--- src/rtl/irq_pkg.sv ---
// irq_pkg: shared definitions for the interrupt controller.
//   - register offsets within the controller's 4-word window
//   - FSM state encoding
//   - CTRL register bit positions
package irq_pkg;

  localparam logic [1:0] OFF_PEND = 2'd0;
  localparam logic [1:0] OFF_MASK = 2'd1;
  localparam logic [1:0] OFF_CTRL = 2'd2;
  localparam logic [1:0] OFF_STAT = 2'd3;

  localparam int CTRL_GIE_BIT = 0;

  typedef enum logic [1:0] {
    IDLE = 2'd0,
    REQ  = 2'd1,
    SERV = 2'd2
  } irq_state_t;

endpackage

--- src/rtl/irq_ctrl_prio_enc.sv ---
// irq_prio_enc: combinational lowest-index priority encoder.
//   req   : N_IRQ request bits
//   valid : 1 when any request bit is set
//   index : position of the lowest set bit (0 when none)
module irq_prio_enc #(
  parameter int N_IRQ = 8
) (
  input  logic [N_IRQ-1:0] req,
  output logic             valid,
  output logic [3:0]       index
);

  // Scan from the top down so the lowest set bit is the last to assign.
  always_comb begin
    valid = |req;
    index = '0;
    for (int i = N_IRQ - 1; i >= 0; i--) begin
      if (req[i]) index = 4'(i);
    end
  end

endmodule

--- src/rtl/irq_ctrl.sv ---
// irq_ctrl: memory-mapped interrupt controller for the CPU data bus.
//   clk, rst  : clock, asynchronous active-high reset
//   addr      : bus word address; block decodes BASE_ADDR..BASE_ADDR+3
//   wdata     : bus write data, write: write strobe
//   rdata     : combinational read data (0 outside the window), sel: in-window
//   int_in    : asynchronous interrupt lines (rising-edge sensitive)
//   irq       : registered interrupt request, irq_ack: one-cycle acknowledge
//   vector    : index of the line being requested / serviced
// Registers: +0 PEND (W1C), +1 MASK, +2 CTRL (bit0 gie), +3 STAT / EOI.
module irq_ctrl
  import irq_pkg::*;
#(
  parameter logic [15:0] BASE_ADDR = 16'h0010,
  parameter int          N_IRQ     = 8
) (
  input  logic             clk,
  input  logic             rst,
  input  logic [15:0]      addr,
  input  logic [15:0]      wdata,
  input  logic             write,
  output logic [15:0]      rdata,
  output logic             sel,
  input  logic [N_IRQ-1:0] int_in,
  output logic             irq,
  input  logic             irq_ack,
  output logic [3:0]       vector
);

  logic [N_IRQ-1:0] sync1, sync2, prev;
  logic [N_IRQ-1:0] pending, mask;
  logic             gie;
  irq_state_t       state, state_nx;

  logic [15:0]      off;
  logic [1:0]       reg_off;
  logic             wr_pend, wr_mask, wr_ctrl, wr_stat;
  logic [N_IRQ-1:0] rise, clr, ack_clr;
  logic [15:0]      mask_x, ack_onehot;
  logic             req_valid;
  logic [3:0]       req_idx;
  logic             latch_vec, ack_take, irq_nx;

  // Subtracting the base lets one compare cover the window and wraps safely.
  assign off     = addr - BASE_ADDR;
  assign sel     = (off[15:2] == 14'd0);
  assign reg_off = off[1:0];
  assign wr_pend = write && sel && (reg_off == OFF_PEND);
  assign wr_mask = write && sel && (reg_off == OFF_MASK);
  assign wr_ctrl = write && sel && (reg_off == OFF_CTRL);
  assign wr_stat = write && sel && (reg_off == OFF_STAT);

  assign rise = sync2 & ~prev;

  // 16-bit views so a 4-bit vector can index them for any N_IRQ.
  always_comb begin
    mask_x             = '0;
    mask_x[N_IRQ-1:0]  = mask;
  end
  assign ack_onehot = 16'(1) << vector;
  assign ack_clr    = ack_onehot[N_IRQ-1:0];

  irq_prio_enc #(.N_IRQ(N_IRQ)) u_prio (
    .req   (pending & mask),
    .valid (req_valid),
    .index (req_idx)
  );

  // State register
  always_ff @(posedge clk or posedge rst) begin
    if (rst) state <= IDLE;
    else     state <= state_nx;
  end

  // Next state. In REQ an ack takes priority over every abort cause.
  always_comb begin
    state_nx = state;
    unique case (state)
      IDLE: if (gie && req_valid) state_nx = REQ;
      REQ: begin
        if (irq_ack)
          state_nx = SERV;
        else if (!gie || !mask_x[vector] || (wr_pend && wdata[vector]))
          state_nx = IDLE;
      end
      SERV: if (wr_stat) state_nx = IDLE;
      default: state_nx = IDLE;
    endcase
  end

  // Outputs / side effects of the transition.
  always_comb begin
    latch_vec = (state == IDLE) && (state_nx == REQ);
    ack_take  = (state == REQ) && irq_ack;
    irq_nx    = (state_nx == REQ);
  end

  // A new edge beats any clear (W1C or ack) on the same bit.
  assign clr = (wr_pend ? wdata[N_IRQ-1:0] : '0) | (ack_take ? ack_clr : '0);

  always_ff @(posedge clk or posedge rst) begin
    if (rst) begin
      sync1   <= '0;
      sync2   <= '0;
      prev    <= '0;
      pending <= '0;
      mask    <= '0;
      gie     <= 1'b0;
      irq     <= 1'b0;
      vector  <= '0;
    end else begin
      sync1   <= int_in;
      sync2   <= sync1;
      prev    <= sync2;
      pending <= (pending & ~clr) | rise;
      if (wr_mask) mask <= wdata[N_IRQ-1:0];
      if (wr_ctrl) gie  <= wdata[CTRL_GIE_BIT];
      irq <= irq_nx;
      if (latch_vec) vector <= req_idx;
    end
  end

  always_comb begin
    rdata = '0;
    if (sel) begin
      unique case (reg_off)
        OFF_PEND: rdata[N_IRQ-1:0]    = pending;
        OFF_MASK: rdata[N_IRQ-1:0]    = mask;
        OFF_CTRL: rdata[CTRL_GIE_BIT] = gie;
        OFF_STAT: begin
          rdata[15]  = (state == SERV);
          rdata[7]   = (state != IDLE);
          rdata[3:0] = vector;
        end
        default: rdata = '0;
      endcase
    end
  end

endmodule
--- config.mk ---
export PLATFORM = sky130hd
export DESIGN_NAME = irq_ctrl
export DESIGN_NICKNAME = d
export VERILOG_FILES = /design/src/rtl/irq_pkg.sv /design/src/rtl/irq_ctrl_prio_enc.sv /design/src/rtl/irq_ctrl.sv
export SDC_FILE = /design/constraint.sdc
export NUM_CORES = 1
export LEC_CHECK = 0
export ABC_CLOCK_PERIOD_IN_PS = 2200
export BUFFER_PORTS_ARGS = -buffer_cell sky130_fd_sc_hd__buf_2
export CAP_MARGIN = 20
export CORE_MARGIN = 1
export CORE_UTILIZATION = 52
export DETAILED_ROUTE_END_ITERATION = 7
export GPL_TIMING_DRIVEN = 1
export PLACE_DENSITY = 0.8
export SYNTH_ARGS = -nofsm -noshare
export SYNTH_HDL_FRONTEND = slang
export SYNTH_HIERARCHICAL = 1
export SYNTH_SLANG_ARGS = --single-unit
--- constraint.sdc ---
create_clock -name clk -period 2.2 [get_ports clk]
set_input_delay 0.44 -clock clk [delete_from_list [all_inputs] [get_ports clk]]
set_output_delay 0.44 -clock clk [all_outputs]
set_load 0.1 [all_outputs]
==> results.cfg <==
[synthesis]
synth_compound_area_frac = 0.0765
ys_ff_latch = 48
syn-mean-instance-area_um2 = 11.2
syn_inst = 207
synthMuxAreaShare = 0.179
synthXorXnorAreaFrac = 0
seq_area_frac_synth = 0.517
ys_warn_count = 6
synth_top_family_by_area = multiplexers
synth.distinct_cells = 34
synth_top_area_share = 0.517
synth-simple-area-share = 0.146
synth_fa_ha_area_frac = 0
synthTopCellsByArea = dfrtp_1 52%, mux2_2 6.8%, mux4_2 6.8%
synth_top_area_cell = dfrtp_1
synthArstFlopShare = 1.00
synth-edff-count = 0
syn_area_um2 = 2320
synthFlopType = dfrtp_1

[layout]
final_util = 0.730
diodes = 0
fin_cells = 317
drive_gt1_frac = 0.412
fin_area_um2 = 3020
syn2layout_area_growth_pct = 30.2
final_net_count = 310

[floorplan]
floorplan.initialDensity = 0.561
die_area_um2 = 4740
ioPinCount = 66
fp-row-count = 23
core_um2 = 4140
die_w_um = 68.8
dieHeight_um = 68.8

[clock_tree]
clock-sinks = 48
cts_resized = 0
clk_path_buf_depth = 2
cts_tree = done
cts_buffers = 5
root_buffer = clkbuf_8
h-tree-depth = 2
clock_latency_ns = 0.30
postCtsSetupBuffers = 0
cts-hold-fix-buffers = 0
clkTransAtPathRegs_ns = 0.09

[placed_design]
placed_area_um2 = 2910
place_inst = 309
io_buffers = 58
routabilityCongestion = 0.858
hpwl_um = 3870

[worst_setup_path]
cp_max_fo = 14
critPathMaxStageDelay_ns = 0.55
reg2regPathDepth = 6
critical_path_required_ns = 1.76
worstPathArrival_ns = 1.69
path_cells = mux4_2, and2_4, buf_12
startpoint = vector[0]
worstReg2RegStart = pending[4]
path_depth = 3
crit_buf_inv = 1
crit_path_end_kind = output port
crit_path_start_kind = register
path_delay_family = flip-flops
path_class = register to output port
rrSetupSlack_ns = 0.28
cp_slowest_cell = dfrtp_2

[global_route]
grt_max_degree = 22
grt_use_total = 0.244
grt_pass1_wl_um = 8230
antenna_found_initial = 0
grt_overflow = 0
grt_pass1_vias = 1824

[sta]
rsz0062_at_grt = no
fin_hold_ws_ns = 0.0659
fin_crit_ns = 2.13
period_share = 0.968
finalSetupViolations = 0
final.setup.tns_ns = 0
hold_viol_final = 0
finalClockSkew_ns = 0.00976
fmax_mhz = 469
slew_viol_final = 0

[route]
routed_wl_um = 4960
drc = 0
via_per_inst = 5.50
ant_nets = 0
vias = 1742
avgRoutedWirePerCell_um = 15.7
drtPass1Iterations = 4
drt_iter0_drc = 68

[pwr]
pwr_density_cell_nw_per_um2 = 570
irDropWorstVdd_v = 0.000474
cellLeakagePower_nw = 1.38

[outcome]
status = completed

[min_path]
hp-class = input port to asynchronous set/reset pin

[flow_run]
cap_violations = 0
==> cells in the final DEF (no fill, tap or decap), drive strengths merged <==
cell / instances
nor4b: 1
nor3: 6
and2: 9
nand2b: 5
a21boi: 1
and3b: 1
a21oi: 4
mux2i: 10
o22a: 1
nor2b: 2
o21ai: 7
o22ai: 9
dfrtp: 48
nor2: 11
clkbuf: 5
mux2: 14
o31ai: 2
nand2: 5
o41ai: 1
mux4: 7
buf: 63
nand4: 1
nor4bb: 1
inv: 22
nor4: 14
conb: 8
and3: 1
a31oi: 3
clkinvlp: 2
o21bai: 1
nand3: 1
bufinv: 1
==> state kept, by name (all words and copies together) (netlist names) <==
signal   count
prev         8
sync1        8
vector       4
gie          1
sync2        8
mask         8
pending      8
irq          1
state        2
==> path summary, 6_finish.rpt <==
check,endpoint
worst max-delay path,rdata[0]
worst min-delay path,sync1[2]
worst max register to register,irq
worst min register to register,sync2[5]
max in group asynchronous,vector[1]
min in group clk,sync1[1]
==> cells in the mapped netlist, types with 7 or more instances <==
library cell and n:
o22ai_1 9, buf_4 8, mux2i_1 10, nor4_1 13, and2_1 9, dfrtp_1 48, mux2_2 14, o21ai_0 7
inv_1 22, mux4_2 7, nor2_1 11
==> power by group <==
part	internal [mW]	switching, mW
sequential	0.904	0.00802
clock	0.342	0.295
combinational	0.0534	0.123
==> cell families after synthesis <==
family / count (synthesis)
and+or+nand+nor: 58
DFF: 48
buffers and inverters: 39
muxes: 31
AOI/OAI and AO/OA: 29
other: 2
==> metrics by stage <==
step           total power, mW  worst slack, ns
2_1_floorplan             1.05           -0.468
4_1_cts                   1.74           0.0645
6_report                  1.73           0.0697
3_3_place_gp              1.10            0.126
5_1_grt                   1.79           0.0276
3_5_place_dp              1.11           0.0661
==> layer usage <==
metal | GRT usage | part of all wire | vias up
met1 | 0.282 | 0.39 | 848
met3 | 0.0477 | 0.045 | 7
met4 | 0.0918 | 0.015 | 0
li1 | - | - | 833
met5 | 0 | 0 | -
met2 | 0.444 | 0.55 | 54
==> final cells by class <==
type / instances / area, um2
clock buffers: 5 / 68.8
clock inverters: 3 / 46.3
fillers: 298 / 1120
inverters: 22 / 86.3
multi-input cells: 126 / 1070
flip-flops and latches: 48 / 1200
well taps: 50 / 62.6
repair buffers: 63 / 490
No activity file was read; power rests on OpenSTA's default activity.
